File: config.mk
export PLATFORM = sky130hd
export DESIGN_NAME = spi_master_lite
export DESIGN_NICKNAME = d
export VERILOG_FILES = /design/src/rtl/spi_pkg.sv /design/src/rtl/spi_clkdiv.sv /design/src/rtl/spi_master_lite.sv
export SDC_FILE = /design/constraint.sdc
export NUM_CORES = 1
export LEC_CHECK = 0
export ABC_AREA = 0
export BUFFER_PORTS_ARGS = -buffer_cell sky130_fd_sc_hd__clkbuf_2
export CAP_MARGIN = 20
export CORE_ASPECT_RATIO = 0.75
export CORE_MARGIN = 2
export CORE_UTILIZATION = 50
export DETAILED_ROUTE_END_ITERATION = 8
export GPL_TIMING_DRIVEN = 1
export PLACE_DENSITY = 0.71
export SLEW_MARGIN = 10
export SYNTH_ARGS = -nofsm -noshare
export SYNTH_HDL_FRONTEND = slang
export SYNTH_SLANG_ARGS = --single-unit
File: constraint.sdc
create_clock -name clock -period 5.05 [get_ports clock]
set_clock_uncertainty 0.1 [all_clocks]
set_input_delay 1.01 -clock clock [delete_from_list [all_inputs] [get_ports clock]]
set_output_delay 1.01 -clock clock [all_outputs]
set_load 0.02 [all_outputs]
File: src/rtl/spi_pkg.sv
// Shared types and constants for the SPI mode-0 master.
package spi_pkg;

  localparam int MAX_BITS_DEF = 16;
  localparam int DIV_W_DEF    = 8;

  // Line levels while no transfer is in progress
  localparam logic SCK_IDLE = 1'b0;
  localparam logic SS_IDLE  = 1'b1;

  typedef enum logic [2:0] {
    IDLE  = 3'd0,
    LEAD  = 3'd1,
    HIGH  = 3'd2,
    LOW   = 3'd3,
    TRAIL = 3'd4,
    DONE  = 3'd5
  } spi_state_e;

endpackage

File: src/rtl/spi_clkdiv.sv
// Loadable down-counter that times each SPI phase; tick marks the last cycle of a phase.
module spi_clkdiv #(
  parameter int DIV_W = 8
) (
  input  logic             clock,
  input  logic             reset,
  input  logic             load,
  input  logic [DIV_W-1:0] value,
  output logic             tick
);

  logic [DIV_W-1:0] r_cnt;

  // Reload on request, otherwise count down and park at zero (never wraps by itself)
  always_ff @(posedge clock or posedge reset) begin
    if (reset) begin
      r_cnt <= '0;
    end else if (load) begin
      r_cnt <= value;
    end else if (r_cnt != '0) begin
      r_cnt <= r_cnt - DIV_W'(1);
    end else begin
      r_cnt <= r_cnt;
    end
  end

  assign tick = (r_cnt == '0);

endmodule

File: src/rtl/spi_master_lite.sv
// SPI mode-0 master, MSB first, single slave select, start/done command interface.
// Phase sequence per transfer: LEAD (D), N x HIGH (D), N-1 x LOW (D), TRAIL (2D, the
// final LOW merged with the hold time), then one DONE cycle. All outputs are registered
// from the next-state decode so they change exactly with the state.
module spi_master_lite
  import spi_pkg::*;
#(
  parameter  int MAX_BITS = MAX_BITS_DEF,
  parameter  int DIV_W    = DIV_W_DEF,
  localparam int LEN_W    = $clog2(MAX_BITS + 1)
) (
  input  logic                clock,
  input  logic                reset,
  input  logic                start,
  input  logic [MAX_BITS-1:0] tx_data,
  input  logic [LEN_W-1:0]    len,
  input  logic [DIV_W-1:0]    div,
  output logic                busy,
  output logic                done,
  output logic [MAX_BITS-1:0] rx_data,
  output logic                sck,
  output logic                ss,
  output logic                mosi,
  input  logic                miso
);

  spi_state_e          r_state;
  spi_state_e          w_next;
  logic [DIV_W-1:0]    r_dm1;
  logic [DIV_W-1:0]    w_div_eff;
  logic [DIV_W-1:0]    w_load_val;
  logic                w_load;
  logic                w_trail_reload;
  logic                w_tick;
  logic                w_accept;
  logic                w_enter_high;
  logic                w_enter_low;
  logic                w_active_next;
  logic                r_trail2;
  logic [LEN_W-1:0]    r_bits;
  logic [MAX_BITS-1:0] r_tx;
  logic [MAX_BITS-1:0] r_rx;

  assign w_accept     = (r_state == IDLE) && start;
  assign w_enter_high = (w_next == HIGH) && (r_state != HIGH);
  assign w_enter_low  = (w_next == LOW) && (r_state != LOW);
  assign w_load       = (w_next != r_state) || w_trail_reload;

  // Effective half period: a divider of 0 behaves as 1
  always_comb begin
    w_div_eff = div;
    if (div == '0) begin
      w_div_eff = DIV_W'(1);
    end else begin
      w_div_eff = div;
    end
  end

  // Counter reload value: taken from the live input at accept, from the latched copy afterwards
  always_comb begin
    w_load_val = r_dm1;
    if (r_state == IDLE) begin
      w_load_val = w_div_eff - DIV_W'(1);
    end else begin
      w_load_val = r_dm1;
    end
  end

  spi_clkdiv #(.DIV_W(DIV_W)) u_clkdiv (
    .clock (clock),
    .reset (reset),
    .load  (w_load),
    .value (w_load_val),
    .tick  (w_tick)
  );

  // State register
  always_ff @(posedge clock or posedge reset) begin
    if (reset) begin
      r_state <= IDLE;
    end else begin
      r_state <= w_next;
    end
  end

  // Next-state decode; TRAIL runs two divider periods via an extra reload
  always_comb begin
    w_next         = r_state;
    w_trail_reload = 1'b0;
    w_active_next  = 1'b0;
    case (r_state)
      IDLE: begin
        if (start) begin
          if (len != '0) begin
            w_next = LEAD;
          end else begin
            w_next = DONE;
          end
        end else begin
          w_next = IDLE;
        end
      end
      LEAD: begin
        if (w_tick) w_next = HIGH;
        else        w_next = LEAD;
      end
      HIGH: begin
        if (w_tick) begin
          if (r_bits > LEN_W'(1)) w_next = LOW;
          else                    w_next = TRAIL;
        end else begin
          w_next = HIGH;
        end
      end
      LOW: begin
        if (w_tick) begin
          if (r_bits != '0) w_next = HIGH;
          else              w_next = TRAIL;
        end else begin
          w_next = LOW;
        end
      end
      TRAIL: begin
        if (w_tick) begin
          if (r_trail2) begin
            w_next = DONE;
          end else begin
            w_next         = TRAIL;
            w_trail_reload = 1'b1;
          end
        end else begin
          w_next = TRAIL;
        end
      end
      DONE: begin
        w_next = IDLE;
      end
      default: begin
        w_next = IDLE;
      end
    endcase
    w_active_next = (w_next == LEAD) || (w_next == HIGH) ||
                    (w_next == LOW)  || (w_next == TRAIL);
  end

  // Datapath: latch command on accept, shift tx on LOW entry, capture miso on HIGH entry
  always_ff @(posedge clock or posedge reset) begin
    if (reset) begin
      r_dm1    <= '0;
      r_bits   <= '0;
      r_tx     <= '0;
      r_rx     <= '0;
      r_trail2 <= 1'b0;
    end else begin
      if (w_accept) begin
        r_dm1  <= w_div_eff - DIV_W'(1);
        r_bits <= len;
        r_tx   <= tx_data;
        r_rx   <= '0;
      end else begin
        if (w_enter_low) begin
          r_bits <= r_bits - LEN_W'(1);
          r_tx   <= r_tx << 1;
        end
        if (w_enter_high) begin
          r_rx <= {r_rx[MAX_BITS-2:0], miso};
        end
      end
      if (r_state != TRAIL) begin
        r_trail2 <= 1'b0;
      end else if (w_tick) begin
        r_trail2 <= 1'b1;
      end
    end
  end

  // Registered interface outputs decoded from the next state
  always_ff @(posedge clock or posedge reset) begin
    if (reset) begin
      busy    <= 1'b0;
      done    <= 1'b0;
      rx_data <= '0;
      sck     <= SCK_IDLE;
      ss      <= SS_IDLE;
      mosi    <= 1'b1;
    end else begin
      busy <= (w_next != IDLE);
      done <= (w_next == DONE);
      sck  <= (w_next == HIGH);
      ss   <= ~w_active_next;
      if (w_next == DONE) begin
        if (w_accept) rx_data <= '0;
        else          rx_data <= r_rx;
      end
      if (w_accept && (w_next == LEAD)) begin
        mosi <= tx_data[MAX_BITS-1];
      end else if (w_enter_low) begin
        mosi <= r_tx[MAX_BITS-2];
      end else if (!w_active_next) begin
        mosi <= 1'b1;
      end
    end
  end

endmodule

# Yosys cells after proc, flatten, opt, wreduce, memory -nomap -nowiden
# Index checks and enable logic that the tools add are counted.
[word_totals]
ramBits = 0
input_bits = 33
mem_bits_ro = 0
mem_count = 0
elab_cells = 80
output_inout_bits = 21
latchBits = 0
regBits = 77
[op_classes]
eq_ne = 14
n_lt_le_gt_ge = 1
add_sub_neg = 3
shifts = 0
n_reduce_logical = 19
multipliers = 0
bitwise_logic = 1
n_div = 0
mux = 29
[ops]
columns = ["operator", "n"]
rows = [
  ["two-way mux 16 bit", 3],
  ["two-way mux 8 bit", 4],
  ["two-way mux 15 bit", 2],
  ["two-way mux 3 bit", 7],
  ["logical NOT 8 bit", 2],
  ["subtractor 8 x 1 -> 8 bit, second input constant", 2],
  ["one-hot mux 3 bit (5 select lines)", 1],
  ["equality test 3 x 2 -> 1 bit, second input constant", 4],
  ["two-way mux 5 bit", 2],
  ["nonzero test 5 bit", 2],
  ["equality test 3 bit, second input constant", 3],
  ["two-way mux 1 bit", 9],
  ["!= test 3 x 2 -> 1 bit, second input constant", 3],
  ["nonzero test 2 bit", 4],
  ["nonzero test 8 bit", 1],
  ["equality test 3 x 1 -> 1 bit, second input constant", 2],
  ["greater-than comparator 5 x 1 -> 1 bit, second input constant", 1],
  ["subtractor 5 x 1 -> 5 bit, second input constant", 1],
  ["logical AND 1 bit", 4],
  ["logical OR 1 bit", 4],
  ["logical NOT 3 bit", 1],
  ["!= test 3 bit", 1],
  ["!= test 3 bit, second input constant", 1],
  ["nonzero test 3 bit", 1],
  ["other kinds (2)", 2],
]

# Depth between registers and ports, before layout
# Gate-level depths: netlist of run 1.
[logic_depth]
word_depth = 11
ltp_mapped = 10

# Hierarchy
# A second synthesis of run 1 with hierarchy kept.
[hier_totals]
hier_cells = 367
hier_area_um2 = 3817.4
[by_module_without_submodules]
columns = ["module", "area_per_inst_um2", "cells_per_inst", "n_inst", "seq_area_each_um2"]
rows = [
  ["spi_master_lite", 3320.7, 311, 1, 1729.2],
  ["spi_clkdiv", 496.7, 56, 1, 200.2],
]

# Worst setup path before layout of run 1
# OpenSTA, ideal clock, no wires.
[synth_timing]
kind = "reg-to-reg"
from = "register u_clkdiv.r_cnt[0]"
to = "register r_bits[2]"
period_less_slack_ns = 2.463
setup_ns = 0.123
setup_slack_ns = 2.587
arrival_time_ns = 2.240
path_stages_with_launch = 10
path_cell_list = "dfrtp_1 > inv_1 > ha_1 > nor2b_1 > and3_1 > buf_6 > a2111oi_4 > a2bb2oi_4 > mux2_1 > o221a_1"
[synth_between]
elab_chain_len = 6
elab_cells_between_ends = 9
[synth_rtl]
columns = ["item", "line_no", "text"]
rows = [
  ["start: declaration", "spi_clkdiv.sv:12", "logic [DIV_W-1:0] r_cnt;"],
  ["start signal: assignment", "spi_clkdiv.sv:19", "r_cnt <= value;"],
  ["start signal: assignment", "spi_clkdiv.sv:21", "r_cnt <= r_cnt - DIV_W'(1);"],
  ["start signal: assignment", "spi_clkdiv.sv:23", "r_cnt <= r_cnt;"],
  ["logical NOT 8 bit (*)", "spi_clkdiv.sv:27", "assign tick = (r_cnt == '0);"],
  ["two-way mux 3 bit, or another cell as far along", "spi_master_lite.sv:124", "if (w_tick) begin"],
  ["one-hot mux 3 bit (5 select lines) (*)", "spi_master_lite.sv:91", "case (r_state)"],
  ["equality test 3 x 2 -> 1 bit (*)", "spi_master_lite.sv:46", "assign w_enter_low = (w_next == LOW) && (r_state != LOW);"],
  ["logical AND 1 bit (*)", "spi_master_lite.sv:46", ""],
  ["nonzero test 2 bit (no source line) (*)", "--", ""],
  ["end signal: assignment", "spi_master_lite.sv:157", "r_bits <= len;"],
  ["end signal: assignment", "spi_master_lite.sv:162", "r_bits <= r_bits - LEN_W'(1);"],
  ["end: declaration", "spi_master_lite.sv:40", "logic [LEN_W-1:0] r_bits;"],
]
# Every way passes the cells marked *; elsewhere a longest branch is shown, timed or not.
# A chain may end at the register's enable or synchronous reset.

# Worst setup path after layout of run 1
# Same ends and word-level chain as after synthesis.

==> flow_summary.json, run 1 <==
{
  "synth_top_area_frac": 0.488,
  "cts.sinks": 77,
  "grt-ovfl-total": 0,
  "antennaDiodeCount": 0,
  "fmax_mhz": 278,
  "synth.mux.area_fraction": 0.0749,
  "fin_setup_tns_ns": 0,
  "cp-end-kind": "register",
  "grt_pass1_wl_um": 14000,
  "yosys.area_share.simple": 0.183,
  "start_kind": "register",
  "synth_compound_area_frac": 0.160,
  "crit_arrival_ns": 3.74,
  "netlist_instances": 405,
  "seq_area_frac_synth": 0.502,
  "crit_required_ns": 5.19,
  "layout-drive-gt1-share": 0.208,
  "synthAdderAreaFrac": 0.0195,
  "cap_violations": 0,
  "worstSkewPairLatency_ns": 0.36,
  "htree_levels": 3,
  "setup_violations": 0,
  "vias": 2911,
  "dr.pass1.iters": 5,
  "synth_fp_nets": 444,
  "area_growth_pct": 13.4,
  "fp.dieW_um": 105,
  "viasPerCell": 5.23,
  "nets": 490,
  "wl_per_cell_um": 14.5,
  "synth_area_um2": 3840,
  "p_per_area_nw_per_um2": 514,
  "rsz0062_at_grt": "false",
  "hold_class": "register to register",
  "hold_viol_final": 0,
  "antenna_found_initial": 0,
  "finalCriticalPeriod_ns": 3.60,
  "holdBufCountCts": 0,
  "cts.clk_slew.worst_paths_ns": 0.08,
  "grtUsageTotal": 0.213,
  "drtIter0Drc": 119,
  "synth_area_leaders": "dfrtp_1, nand2_1, mux2i_1",
  "cts-resized-gates": 0,
  "synth-seq-cells": 77,
  "yosysUniqueCellTypes": 54,
  "pin_count": 54,
  "power.total_mw": 2.24,
  "final-max-slew-violation-count": 0,
  "die_area_um2": 8410,
  "crit_type": "register to register",
  "grt_max_degree": 54,
  "drc": 0,
  "setup_ws_ns": 1.45,
  "clockRootBuffer": "clkbuf_8",
  "ir_drop_mv": 0.245,
  "cts_tree": "yes",
  "outcome": "finished, final reports clean",
  "rows": 27,
  "async_reset_ff_frac": 1.00,
  "synth-edff-count": 0,
  "final-seq-area_um2": 1930,
  "preCtsSetupSlack_ns": 1.49,
  "synth-warning-count": 0,
  "worst_pin_slew_ns": 1.07,
  "coreArea_um2": 7400,
  "detail-route-antenna-nets": 0,
  "die_h_um": 79.9,
  "clockBufferDepth": 2,
  "crit_fanout": 25,
  "io_buffers": 53,
  "numCtsBuffers": 9,
  "cts_setup_buffers": 0,
  "start_util": 0.520,
  "period_share": 0.713,
  "grt_pass1_vias": 2908,
  "synth_xor_area_frac": 0.0182,
  "n_fill_cell": 652,
  "avgSynthCellArea_um2": 9.49,
  "leakage_nw": 1.96,
  "synth_flop_cell": "dfrtp_1",
  "dp_hpwl_um": 5530,
  "multi_input_area_um2": 1760,
  "post-route-util": 0.589,
  "synth.largest_area_cell": "dfrtp_1",
  "drt_wl_total_um": 8050,
  "synth_top_family_by_area": "simple AND/OR/NAND/NOR gates",
  "slew_headroom": 0.289,
  "gp_congestion": 0.933
}
[critical path, stage by stage, from the launching register on]
cell and delay [ns]:
dfrtp_1 0.41, inv_1 0.15, ha_1 0.19, nor2b_1 0.28
and3_1 0.41, nand2_1 0.51, a2bb2oi_4 0.83, mux2_1 0.40
o221a_1 0.22
[final cells by class]
cell class,instances,share of cell area
Clock inverter,6,0.0146
Inverter,10,0.00861
Tap cell,101,0.0290
Multi-Input combinational cell,296,0.404
Sequential cell,77,0.442
Clock buffer,10,0.0293
Timing Repair Buffer,57,0.0723
[per-stage QoR]
| step | hold slack [ns] | instance area [um2] | cells |
|---|---|---|---|
| 5_1_grt | 0.407 | 4360 | 557 |
| 2_1_floorplan | 0.345 | 3840 | 405 |
| 4_1_cts | 0.381 | 4330 | 556 |
| 6_report | 0.380 | 4360 | 557 |
| 3_3_place_gp | 0.360 | 4140 | 540 |
| 3_5_place_dp | 0.362 | 4140 | 540 |
[path summary, 6_finish.rpt]
path                                    from          to  slack, ns  depth (start not counted)
max                        u_clkdiv.r_cnt[0]   r_bits[2]       1.45                          8
max reg2reg                u_clkdiv.r_cnt[0]   r_bits[2]       1.45                          8
min reg2reg                         r_dm1[0]    r_dm1[0]       0.38                          2
min                                 r_dm1[0]    r_dm1[0]       0.38                          2
min in group asynchronous              reset  rx_data[0]       0.58                          2
max in group asynchronous              reset        mosi       3.42                          3
[cell usage in the layout (no fill, tap or decap), types with 4 or more instances in the layout]
cell type and instances:
nand2_1 104, dfrtp_1 75, clkbuf_2 53, o21ai_0 30, a21oi_1 28, mux2i_1 25, o21ai_1 16, nor2_1 16
inv_1 9, clkbuf_8 9, nor3_1 7, ha_1 6, nand3_1 5, a31oi_1 4, xnor2_1 4, xor2_1 4
[where the power goes]
group          total, mW  internal (mW)  switching (mW)
Sequential          1.00          0.834           0.168
Clock              0.457          0.227           0.230
Combinational      0.780          0.336           0.445
[logic make-up after synthesis]
logic type / count (synthesis)
flops: 77
buf+inv: 32
xor+xnor: 8
mux: 28
simple gates: 158
compound gates: 96
fa+ha+maj: 6
[cell usage after synthesis, types with 3 or more instances]
| cell type | count |
|---|---|
| nor2_1 | 16 |
| nand2_1 | 104 |
| nor2b_1 | 3 |
| a21oi_1 | 28 |
| ha_1 | 6 |
| nand3_1 | 5 |
| buf_6 | 5 |
| nor4_1 | 3 |
| or3_1 | 3 |
| o21ai_0 | 30 |
| mux2i_1 | 25 |
| dfrtp_1 | 75 |
| a31oi_1 | 4 |
| xnor2_1 | 4 |
| buf_2 | 3 |
| inv_1 | 10 |
| nor3_1 | 7 |
| xor2_1 | 4 |
| clkbuf_1 | 13 |
| o21ai_1 | 16 |
[state kept, by name (all words and copies together), names as in the netlist]
register and cells:
r_state 3, r_dm1 8, mosi 1, r_trail2 1, done 1, r_rx 16, u_clkdiv.r_cnt 8, r_bits 5
busy 1, rx_data 16, ss 1, sck 1, r_tx 15
[routing by layer]
layer,GRT usage,vias up,share of wire
li1,-,1488,-
met1,0.292,1346,0.49
met2,0.327,67,0.46
met3,0.0547,10,0.043
met4,0.0773,0,0.012
met5,0,-,0
(Power assumes the default switching activity.)
==> run 2: changes to the inputs <==
==> constraint.sdc (replaced) <==
create_clock -name clock -period 3.6 [get_ports clock]
set_clock_uncertainty 0.1 [all_clocks]
set_input_delay 0.72 -clock clock [delete_from_list [all_inputs] [get_ports clock]]
set_output_delay 0.72 -clock clock [all_outputs]
set_load 0.02 [all_outputs]
==> run 2 against run 1 <==
  * Final cell count is 0.72% higher
  * Total power is 44% higher
  * Register-to-register slack worse by 0.67 ns
  * Routed wire length is 3.6% lower
  * Clock-buffer cell count is 1 lower
  * Critical path depth is 2 higher
  * Utilization is 0.73 points higher
  * Via count is 1.6% higher
  * Non-clock buffer count is 4 higher
  * Combinational power is 41% higher
  * Worst setup slack worse by 0.67 ns
  * Critical path type unchanged
  * Largest cell class unchanged
==> flow_summary.json, run 2 (synthesis results as in run 1) <==
{
  "outcome": "finished, final reports clean",
  "antennaDiodeCount": 0,
  "timing.critical_path.buf_inv": 3,
  "use_met3": 0.0588,
  "crit_type": "register to register",
  "instances_no_fill": 561,
  "p_comb_frac": 0.342,
  "cts-resized-gates": 0,
  "grt-busiest-layer": "met2",
  "cap_violations": 0,
  "post-route-util": 0.597,
  "layout_commonest_cell": "nand2_1",
  "path_cells": "inv_1 > ha_1 > nor2b_1 > and3_1 > nand2_1 > buf_4 > a2bb2oi_4 > buf_4 > mux2i_1 > o21ai_1",
  "antenna_found_initial": 0,
  "hold_viol_final": 0,
  "seqPwrFrac": 0.434,
  "ir_drop_mv": 0.320,
  "whs_ns": 0.374,
  "holdBufCountCts": 0,
  "start_kind": "register",
  "clockBufferDepth": 2,
  "coreArea_um2": 7400,
  "detail-route-antenna-nets": 0,
  "finalCriticalPeriod_ns": 2.83,
  "grt_max_degree": 43,
  "worst_pin_slew_ns": 0.760,
  "crit_arrival_ns": 2.96,
  "power_frac_clock": 0.224,
  "sw_frac_of_total": 0.366,
  "die_area_um2": 8410,
  "cts.clk_slew.worst_paths_ns": 0.08,
  "p_int_mw": 2.05,
  "critPathMostFrequentCell": "buf_4",
  "p_per_area_nw_per_um2": 730,
  "leakage_nw": 1.99,
  "drc": 0,
  "drt_wl_total_um": 7760,
  "slew_headroom": 0.493,
  "cpMaxStageDelayCell": "and3_1",
  "dr.pass1.iters": 5,
  "fin_setup_tns_ns": 0,
  "start_util": 0.520,
  "area_growth_pct": 14.8,
  "dp_hpwl_um": 5440,
  "fp.dieW_um": 105,
  "cp-end-kind": "register",
  "r2r_start": "u_clkdiv.r_cnt[0]",
  "cts_tree": "yes",
  "cts.sinks": 77,
  "worstSkewPairLatency_ns": 0.36,
  "top_regs": "r_rx x16, rx_data x16, r_tx x15",
  "drtIter0Drc": 161,
  "cpPeakStageDelay_ns": 0.41,
  "cts_setup_buffers": 0,
  "vias": 2957,
  "grt_pass1_wl_um": 13300,
  "nets": 494,
  "die_h_um": 79.9,
  "grt_pass1_vias": 2766,
  "period_share": 0.785,
  "setup_violations": 0,
  "met1_usage": 0.292,
  "crit_required_ns": 3.74,
  "use_met2": 0.297,
  "clockRootBuffer": "clkbuf_8",
  "htree_levels": 3,
  "hold_class": "input port to asynchronous set/reset pin",
  "layout-drive-gt1-share": 0.217,
  "dpl.cell_count": 545,
  "fmax_mhz": 354,
  "crit_fanout": 21,
  "wl_per_cell_um": 13.8,
  "gp_congestion": 0.876,
  "final-max-slew-violation-count": 0,
  "viasPerCell": 5.27,
  "grtUsageTotal": 0.201,
  "pin_count": 54,
  "rows": 27,
  "cp_top_family": "simple AND/OR/NAND/NOR gates",
  "timing.critical_path.from": "u_clkdiv.r_cnt[0]",
  "p_sw_mw": 1.18,
  "rsz0062_at_grt": "false",
  "numCtsBuffers": 9,
  "grt-ovfl-total": 0,
  "final_cell_mix": "nand2_1, dfrtp_1, clkbuf_2, o21ai_0, a21oi_1",
  "io_buffers": 53,
  "n_fill_cell": 619
}
==> run 2: changes by cell type in the layout (fill, tap and decap cells not counted), sizes merged <==
cell and delta:
inv +1, clkinvlp -1, clkbuf -1, buf +4
bufinv +1
==> run 2: worst reg2reg max path: stages (launching register included) <==
cell       delay (ns)
dfrtp_1          0.40
inv_1            0.14
ha_1             0.18
nor2b_1          0.26
and3_1           0.41
nand2_1          0.10
buf_4            0.22
a2bb2oi_4        0.22
buf_4            0.34
mux2i_1          0.25
o21ai_1          0.08
==> run 2: area by class of cell <==
type | count | area (um2) | area share
Multi-Input combinational cell | 296 | 1760 | 0.399
Sequential cell | 77 | 1930 | 0.437
Timing Repair Buffer | 61 | 338 | 0.0765
Tap cell | 101 | 126 | 0.0286
Clock buffer | 9 | 124 | 0.0281
Clock inverter | 7 | 98.8 | 0.0224
Inverter | 10 | 37.5 | 0.00850
==> run 2: path summary, 6_finish.rpt <==
path | end | slack [ns] | cells after the start
worst max-delay path | r_tx[6] | 0.77 | 10
worst min-delay path | rx_data[2] | 0.37 | 2
worst max register to register | r_tx[6] | 0.77 | 10
worst min register to register | r_dm1[1] | 0.38 | 2
max in group asynchronous | u_clkdiv.r_cnt[6] | 2.34 | 3
min in group clock | r_dm1[1] | 0.38 | 2
==> run 2: per-layer routing <==
metal  part of all wire  routed length [um]  vias up
li1                   -                   -     1478
met1               0.50                3850     1386
met2               0.44                3430       84
met3              0.054                 419        9
met4             0.0080                  62        0
met5                  0                   0        -
==> run 2: through the flow <==
step / total power [mW] / instance area (um2) / setup WS [ns]
2_1_floorplan: 2.27 / 3840 / 0.817
3_3_place_gp: 2.48 / 4190 / 0.937
3_5_place_dp: 2.52 / 4190 / 0.790
4_1_cts: 3.25 / 4410 / 0.787
5_1_grt: 3.47 / 4410 / 0.607
6_report: 3.22 / 4410 / 0.775
==> run 2: power by group through the flow <==
stage          logic (mW)  clock network (mW)  registers, mW
2_1_floorplan       0.883                   0           1.39
3_3_place_gp         1.07                   0           1.41
3_5_place_dp         1.11                   0           1.41
4_1_cts              1.11               0.740           1.40
5_1_grt              1.26               0.767           1.44
6_report             1.10               0.722           1.40
